$ cat src/rtl/tl_d_pkg.sv
// Shared TileLink D-channel definitions: opcodes, default geometry and a
// helper that turns a message size into a beat count.
package tl_d_pkg;

  localparam int unsigned DEF_DATA_W      = 64;
  localparam int unsigned DEF_BLOCK_BYTES = 64;
  localparam int unsigned DEF_SOURCE_W    = 3;
  localparam int unsigned DEF_SINK_W      = 3;
  localparam int unsigned DEF_SET_W       = 10;
  localparam int unsigned DEF_WAY_W       = 3;

  // Beat-index width for the default geometry (8 beats per block).
  localparam int unsigned BEAT_W = $clog2(DEF_BLOCK_BYTES / (DEF_DATA_W / 8));

  localparam logic [2:0] OP_GRANT       = 3'd4;
  localparam logic [2:0] OP_GRANT_DATA  = 3'd5;
  localparam logic [2:0] OP_RELEASE_ACK = 3'd6;

  // Beats in a message: data messages span 2^size bytes (at least one beat),
  // everything else is a single beat. Clamped so a bad size cannot overflow.
  function automatic int unsigned beats_from_size(
    input logic [2:0]  size,
    input logic        has_data,
    input int unsigned lg_beat_bytes,
    input int unsigned max_beats
  );
    int unsigned beats;
    if (!has_data || (32'(size) <= lg_beat_bytes)) begin
      beats = 32'd1;
    end else begin
      beats = 32'd1 << (32'(size) - lg_beat_bytes);
    end
    if (beats > max_beats) begin
      beats = max_beats;
    end
    return beats;
  endfunction

endpackage

$ cat src/rtl/tl_beat_counter.sv
// Beat counter for multi-beat TileLink messages.
// Ports: clock/reset; i_fire advances on an accepted beat; i_opcode/i_size
// describe the current beat; o_first_c/o_last_c flag message boundaries
// (combinational from the count); o_count is the registered beat index.
module tl_beat_counter
  import tl_d_pkg::*;
#(
  parameter int unsigned CNT_W         = BEAT_W,
  parameter int unsigned LG_BEAT_BYTES = 3
) (
  input  logic             clock,
  input  logic             reset,
  input  logic             i_fire,
  input  logic [2:0]       i_opcode,
  input  logic [2:0]       i_size,
  output logic             o_first_c,
  output logic             o_last_c,
  output logic [CNT_W-1:0] o_count
);

  localparam int unsigned MAX_BEATS = 32'd1 << CNT_W;

  logic             w_has_data;
  logic [CNT_W-1:0] w_last_idx;

  assign w_has_data = i_opcode[0];

  // Index of the final beat of the message currently on the bus.
  always_comb begin
    w_last_idx = CNT_W'(beats_from_size(i_size, w_has_data, LG_BEAT_BYTES, MAX_BEATS) - 32'd1);
  end

  assign o_first_c = (o_count == '0);
  assign o_last_c  = (o_count == w_last_idx) || !w_has_data;

  // Advance on every accepted beat, wrap to zero after the last one.
  always_ff @(posedge clock or posedge reset) begin
    if (reset) begin
      o_count <= '0;
    end else if (i_fire) begin
      o_count <= o_last_c ? '0 : o_count + CNT_W'(1);
    end
  end

endmodule

$ cat src/rtl/sink_d.sv
// Outer-side D-channel receiver for the inclusive cache.
// Accepts Grant/GrantData/ReleaseAck beats, pulses first/last responses to
// the MSHR scheduler, looks up way/set via io_source and writes GrantData
// beats into the banked store (address this cycle, data one cycle later).
// Ports: io_d_* D channel in; io_resp_* scheduler response; io_source/io_way/
// io_set MSHR lookup; io_bs_adr_* store address; io_bs_dat_* store data.
module sink_d
  import tl_d_pkg::*;
#(
  parameter int unsigned DATA_W      = DEF_DATA_W,
  parameter int unsigned BLOCK_BYTES = DEF_BLOCK_BYTES,
  parameter int unsigned SOURCE_W    = DEF_SOURCE_W,
  parameter int unsigned SINK_W      = DEF_SINK_W,
  parameter int unsigned SET_W       = DEF_SET_W,
  parameter int unsigned WAY_W       = DEF_WAY_W
) (
  input  logic                clock,
  input  logic                reset,
  input  logic                io_d_valid,
  output logic                io_d_ready,
  input  logic [2:0]          io_d_bits_opcode,
  input  logic [2:0]          io_d_bits_param,
  input  logic [2:0]          io_d_bits_size,
  input  logic [SOURCE_W-1:0] io_d_bits_source,
  input  logic [SINK_W-1:0]   io_d_bits_sink,
  input  logic                io_d_bits_denied,
  input  logic [DATA_W-1:0]   io_d_bits_data,
  input  logic                io_d_bits_corrupt,
  output logic                io_resp_valid,
  output logic                io_resp_bits_last,
  output logic [2:0]          io_resp_bits_opcode,
  output logic [2:0]          io_resp_bits_param,
  output logic [SOURCE_W-1:0] io_resp_bits_source,
  output logic [SINK_W-1:0]   io_resp_bits_sink,
  output logic                io_resp_bits_denied,
  output logic [SOURCE_W-1:0] io_source,
  input  logic [WAY_W-1:0]    io_way,
  input  logic [SET_W-1:0]    io_set,
  output logic                io_bs_adr_valid,
  input  logic                io_bs_adr_ready,
  output logic                io_bs_adr_bits_noop,
  output logic [WAY_W-1:0]    io_bs_adr_bits_way,
  output logic [SET_W-1:0]    io_bs_adr_bits_set,
  output logic [BEAT_W-1:0]   io_bs_adr_bits_beat,
  output logic [DATA_W-1:0]   io_bs_dat_data,
  output logic                io_bs_dat_corrupt
);

  localparam int unsigned LG_BLOCK      = $clog2(BLOCK_BYTES);
  localparam int unsigned LG_BEAT_BYTES = $clog2(DATA_W / 8);
  localparam int unsigned CNT_W         = LG_BLOCK - LG_BEAT_BYTES;

  logic                w_has_data;
  logic                w_fire;
  logic                w_first;
  logic                w_last;
  logic [CNT_W-1:0]    w_count;

  logic [SOURCE_W-1:0] r_source;
  logic [2:0]          r_opcode;
  logic [DATA_W-1:0]   r_data;
  logic                r_corrupt;
  logic                r_dat_valid;

  assign w_has_data = io_d_bits_opcode[0];

  // Only data beats need a store slot; acks and Grants are always accepted.
  assign io_d_ready = !w_has_data || io_bs_adr_ready;
  assign w_fire     = io_d_valid && io_d_ready;

  tl_beat_counter #(
    .CNT_W         (CNT_W),
    .LG_BEAT_BYTES (LG_BEAT_BYTES)
  ) u_beat_counter (
    .clock     (clock),
    .reset     (reset),
    .i_fire    (w_fire),
    .i_opcode  (io_d_bits_opcode),
    .i_size    (io_d_bits_size),
    .o_first_c (w_first),
    .o_last_c  (w_last),
    .o_count   (w_count)
  );

  // Remember the owning MSHR (and opcode) for the rest of the burst.
  always_ff @(posedge clock or posedge reset) begin
    if (reset) begin
      r_source <= '0;
      r_opcode <= '0;
    end else if (w_fire && w_first) begin
      r_source <= io_d_bits_source;
      r_opcode <= io_d_bits_opcode;
    end
  end

  assign io_source = w_first ? io_d_bits_source : r_source;

  // Address phase: lookup result plus the current beat index.
  assign io_bs_adr_valid     = io_d_valid && w_has_data;
  assign io_bs_adr_bits_noop = io_d_bits_denied;
  assign io_bs_adr_bits_way  = io_way;
  assign io_bs_adr_bits_set  = io_set;
  assign io_bs_adr_bits_beat = BEAT_W'(w_count);

  // Data phase: capture on a data fire, present the following cycle.
  always_ff @(posedge clock or posedge reset) begin
    if (reset) begin
      r_data      <= '0;
      r_corrupt   <= 1'b0;
      r_dat_valid <= 1'b0;
    end else if (w_fire && w_has_data) begin
      r_data      <= io_d_bits_data;
      r_corrupt   <= io_d_bits_corrupt;
      r_dat_valid <= 1'b1;
    end
  end

  assign io_bs_dat_data    = r_dat_valid ? r_data : '0;
  assign io_bs_dat_corrupt = r_dat_valid && r_corrupt;

  // Scheduler only hears about the first and last beat of each message.
  assign io_resp_valid       = w_fire && (w_first || w_last);
  assign io_resp_bits_last   = w_last;
  assign io_resp_bits_opcode = io_d_bits_opcode;
  assign io_resp_bits_param  = io_d_bits_param;
  assign io_resp_bits_source = io_d_bits_source;
  assign io_resp_bits_sink   = io_d_bits_sink;
  assign io_resp_bits_denied = io_d_bits_denied;

`ifndef SYNTHESIS
  // Protocol checks on the incoming stream.
  always @(posedge clock) begin
    if (!reset && io_d_valid) begin
      assert (32'(io_d_bits_size) <= LG_BLOCK)
        else $error("sink_d: D size %0d exceeds block", io_d_bits_size);
    end
    if (!reset && w_fire && !w_first) begin
      assert ((io_d_bits_source == r_source) && (io_d_bits_opcode == r_opcode))
        else $error("sink_d: source/opcode changed mid-burst");
    end
  end
`endif

endmodule

$ cat config.mk
export PLATFORM = sky130hd
export DESIGN_NAME = sink_d
export DESIGN_NICKNAME = d
export VERILOG_FILES = /design/src/rtl/tl_d_pkg.sv /design/src/rtl/tl_beat_counter.sv /design/src/rtl/sink_d.sv
export SDC_FILE = /design/constraint.sdc
export NUM_CORES = 1
export LEC_CHECK = 0
export CORE_MARGIN = 2
export CORE_UTILIZATION = 40
export CTS_CLUSTER_SIZE = 25
export DETAILED_ROUTE_END_ITERATION = 10
export HOLD_SLACK_MARGIN = 0.02
export PLACE_DENSITY = 0.88
export REMOVE_ABC_BUFFERS = 1
export SYNTH_ARGS = -nofsm -noshare
export SYNTH_HDL_FRONTEND = slang
export SYNTH_SLANG_ARGS = --single-unit
$ cat constraint.sdc
create_clock -name clock -period 3.89 [get_ports clock]
set_clock_uncertainty 0.2 [all_clocks]
set_input_delay 0.778 -clock clock [delete_from_list [all_inputs] [get_ports clock]]
set_output_delay 0.778 -clock clock [all_outputs]
set_load 0.05 [all_outputs]
# Word level (Yosys, flattened, before mapping)
# Cells that the tools add are included.
[word_totals]
reg_bits = 72
input_bits = 98
out_inout_bits = 102
wordCells = 29
[op_classes]
add_sub_neg = 3
magnitude_cmp = 2
eq_ne = 1
n_shift = 1
n_mux = 5
n_reduce_logical = 12
[ops]
columns = ["op", "n"]
rows = [
  ["$mux 64", 1],
  ["$gt 32x4->1 const B", 1],
  ["$mux 32", 1],
  ["$shl 1x32->32 const A", 1],
  ["$mux 3", 3],
  ["$logic_and 1x1->1", 6],
  ["$logic_or 1x1->1", 4],
  ["$sub 3x2->4 const B", 1],
  ["$add 3x1->3 const B", 1],
  ["$eq 3x3->1", 1],
  ["$le 3x2->1 const B", 1],
  ["$logic_not 3->1", 1],
  ["$sub 3x1->3 const B", 1],
  ["$logic_not 1->1", 1],
]

# Logic depth before layout (Yosys ltp)
[logic_depth]
depth_word = 10
mapped_depth = 8
mapped_depth_nobuf = 8

# Modules after synthesis
# From an unflattened synthesis, not the netlist that was laid out.
[unflattened]
hier_cells = 289
area_unflattened_um2 = 3572.2
[modules_own_cells]
columns = ["module", "n_inst", "cells_per_inst", "area_each_um2", "seq_area_each_um2"]
rows = [
  ["sink_d", 1, 254, 3274.4, 1726.7],
  ["tl_beat_counter", 1, 35, 297.8, 75.1],
]

# Worst setup path after synthesis
# Ideal clock, no wire load.
[synth_timing]
kind = "input-to-output"
start = "input io_d_bits_size[0]"
end = "output io_resp_valid"
arrival_time_ps = 3262
required_ps = 2912
path_slack_ps = -350
cell_stages = 7
n_path_buf = 0
cell_sequence = "ha_1 -> or4_1 -> ha_1 -> xnor2_1 -> o31a_1 -> o2111ai_2 -> a31oi_1"
[synth_via]
elab_chain_cells = 10
elab_cells_between_ends = 12
cone_classes = "2 x add/sub; 2 x order compare; 1 x eq/ne; 1 x shift; 2 x mux; 4 x reduce/logical"
[synth_lines]
columns = ["element", "line_no", "rtl"]
rows = [
  ["start, declared", "sink_d.sv:23", "input logic [2:0] io_d_bits_size,"],
  ["$sub 3x2->4 / $le 3x2->1 (equally long branches)", "tl_d_pkg.sv:31, tl_d_pkg.sv:28", ""],
  ["$shl 1x32->32 / $logic_or 1x1->1 (equally long branches)", "tl_d_pkg.sv:31, tl_d_pkg.sv:28", ""],
  ["$mux 32 (*)", "tl_d_pkg.sv:28", "if (!has_data || (32'(size) <= lg_beat_bytes)) begin"],
  ["$gt 32x4->1", "tl_d_pkg.sv:33", "if (beats > max_beats) begin"],
  ["$mux 3 (*)", "tl_d_pkg.sv:33", ""],
  ["$sub 3x1->3 (*)", "tl_beat_counter.sv:30", "w_last_idx = CNT_W'(beats_from_size(i_size, w_has_data, LG_BEAT_BYTES, MAX_BEATS) - 32'd1);"],
  ["$eq 3x3->1 (*)", "tl_beat_counter.sv:34", "assign o_last_c = (o_count == w_last_idx) || !w_has_data;"],
  ["$logic_or 1x1->1 (*)", "tl_beat_counter.sv:34", ""],
  ["$logic_or 1x1->1 (*)", "sink_d.sv:122", "assign io_resp_valid = w_fire && (w_first || w_last);"],
  ["$logic_and 1x1->1 (*)", "sink_d.sv:122", ""],
  ["end, declared", "sink_d.sv:29", "output logic io_resp_valid,"],
]
# Every way passes the cells marked *; elsewhere a longest branch is shown, timed or not.

# Worst setup path after layout
# Same ends and word-level chain as after synthesis.

==> run summary <==
total CTS buffers - 9
worst-case clock buffer depth - 2
Placement Setup Slack - -0.451 ns
status - finished clean
vias - 2545
worst-path fanout max - 3
Clock Tree Root - clkbuf_8
vias per cell - 4.74
relative slew slack - 52.7%
design area - 0.00553 sq mm
Post-Synthesis Cells - 286
Max Cap Viol - 0
#FFs+latches synth - 72
Distinct cells, synth - 30
clock sink count - 72
area leader, netlist - dfrtp_1
Required @ worst endpoint - 2.91 ns
post-synth top area share - 48.5%
All-Layer GR Usage - 17.7%
final hold vios - 0
Fin Setup TNS - 0 ns
Die X - 100 microns
core box area - 0.00911 sq mm
initial core utilization - 40.8%
Remaining Overflow, GRT - 0
final WL - 8880 microns
Worst-Skew Late Latency - 0.33 ns
Slew Viols, Final - 0
max layer used - met4
hpwl dp - 6480 microns
Layout Cells excl Fill - 537
share of layout cells above drive strength 1 - 26.8%
Main synth FF type - dfrtp_1
nets - 523
Syn-to-layout area delta - 49.0%
cell total after placement - 520
most frequent cells in the layout - clkdlybuf4s50_1 (148), dfrtp_1 (72), and2_1 (66)
CTS Hold Bufs - 0
peak supply drop - 280 uV
placed cell area - 0.00523 sq mm
EDFF count, synth - 0
Final Wtd Congestion - 0.725
critical hold path startpoint - r_data[15]
antenna violations before repair - 0
Final Total Pwr - 3.06 mW
number of I/O pins - 200
largest net degree at the start of global routing - 41
met2 wire len - 4300 microns
share of flip-flops with an asynchronous set or reset - 100%
Initial DRC Count - 60
fmax - 263 MHz
Die Span Y - 100 microns
most common cell after layout, fill and taps aside - clkdlybuf4s50_1
Tcrit/Tclk final - 97.7%
Setup crit end kind - primary output
worst reg2reg startpoint - u_beat_counter.o_count[2]
ANT nets after route - 0
Tmin final - 3.80 ns
Worst-path clk slew - 0.06 ns
leakage - 2.44 nW
num rows - 35
Worst Path Arrival - 2.82 ns
Metal-1 WL - 3800 microns
IO buf count - 154
Power Density - 552 mW/mm^2
RSZ-0062 raised after global routing - false
Critical path origin - io_d_bits_size[0]
ANT cells - 0
vias in the first global route - 2728
CP Class - in -> out
first-pass GRT wire length - 13800 microns
CP Launch Type - input port
main area contributors after synthesis - dfrtp_1 (49%), mux2_4 (16%), and2_1 (11%), mux2_2 (9.7%), buf_4 (5.5%)
worst slack on hold paths - 0.299 ns
Slew @ Worst Pin - 0.708 ns
Cell Area, Synth - 0.00371 sq mm
Ys Warns - 0
CTS tree - yes
Hold Crit Class - reg -> reg
CTS HTree Levels - 3
sequential element share of the synthesized area - 48.5%
Die ar. - 0.0101 sq mm
fin util - 60.8%
routed wl met3 - 682 microns
DRT Pass-1 Iters - 4
Post-Syn Area per Cell - 13.0 sq um
Setup WS post-layout - 0.0904 ns
# DRC - 0
Routed WL per cell - 16.5 microns
final setup fails - 0
power breakdown:
part | total, mW | internal [mW] | switching, mW
combinational | 1.42 | 0.610 | 0.814
sequential | 0.972 | 0.894 | 0.0784
clock | 0.661 | 0.381 | 0.281
total | 3.06 | 1.88 | 1.17
path summary, 6_finish.rpt:
path	slack, ns	end	depth (start not counted)
setup / recovery	0.09	io_resp_valid	9
hold / removal	0.30	r_data[15]	1
setup reg to reg	1.91	u_beat_counter.o_count[2]	6
hold reg to reg	0.30	r_data[15]	1
max in group asynchronous	2.14	r_data[30]	3
min in group asynchronous	0.70	r_data[14]	2
metal layers:
metal	up-vias	GRT usage [%]
met5	-	0
met4	0	5.69
met3	9	6.69
met2	105	28.0
met1	1238	22.4
li1	1193	-
cell type report:
cell class              instances  area (sq um)
inverters                       4          15.0
well taps                     111           139
fillers                       734          3570
clock inverters                 6          90.1
multi-input cells             169          1680
clock buffers                  10           138
repair buffers                165          1670
flip-flops and latches         72          1800
kinds of logic after synthesis:
group	count (synthesis)	share of synthesized area, %
compound gates	7	1.68
xor+xnor	2	0.472
flops	72	48.5
simple gates	84	13.9
fa+ha+maj	4	1.35
mux	72	25.7
buf+inv	45	8.35
critical path, stage by stage:
cell and delay, ns:
buf_6 0.10, ha_4 0.23, or4_4 0.49, ha_4 0.19, xnor2_4 0.13, nor4_4 0.28, o2111ai_2 0.15, a31oi_2 0.28
buf_12 0.17
Yosys cell counts, types with 2 or more instances:
cell type,count
nor2_1,2
nor3b_1,2
mux2_2,32
buf_2,2
mux2_4,39
a22o_1,2
inv_1,4
dfrtp_1,72
nand3_1,2
nand2_1,5
clkbuf_1,7
and2_1,66
buf_4,27
buf_6,5
ha_1,4
state kept, by name, indices dropped and copies added (netlist names):
name                    count
u_beat_counter.o_count      3
r_data                     64
r_dat_valid                 1
r_corrupt                   1
r_source                    3
timing repair:
item	CTS	global route
buffers inserted	1	0
setup endpoints to repair	2	2
resized for setup	9	12
pin swaps	5	7
(Power assumes the default switching activity.)
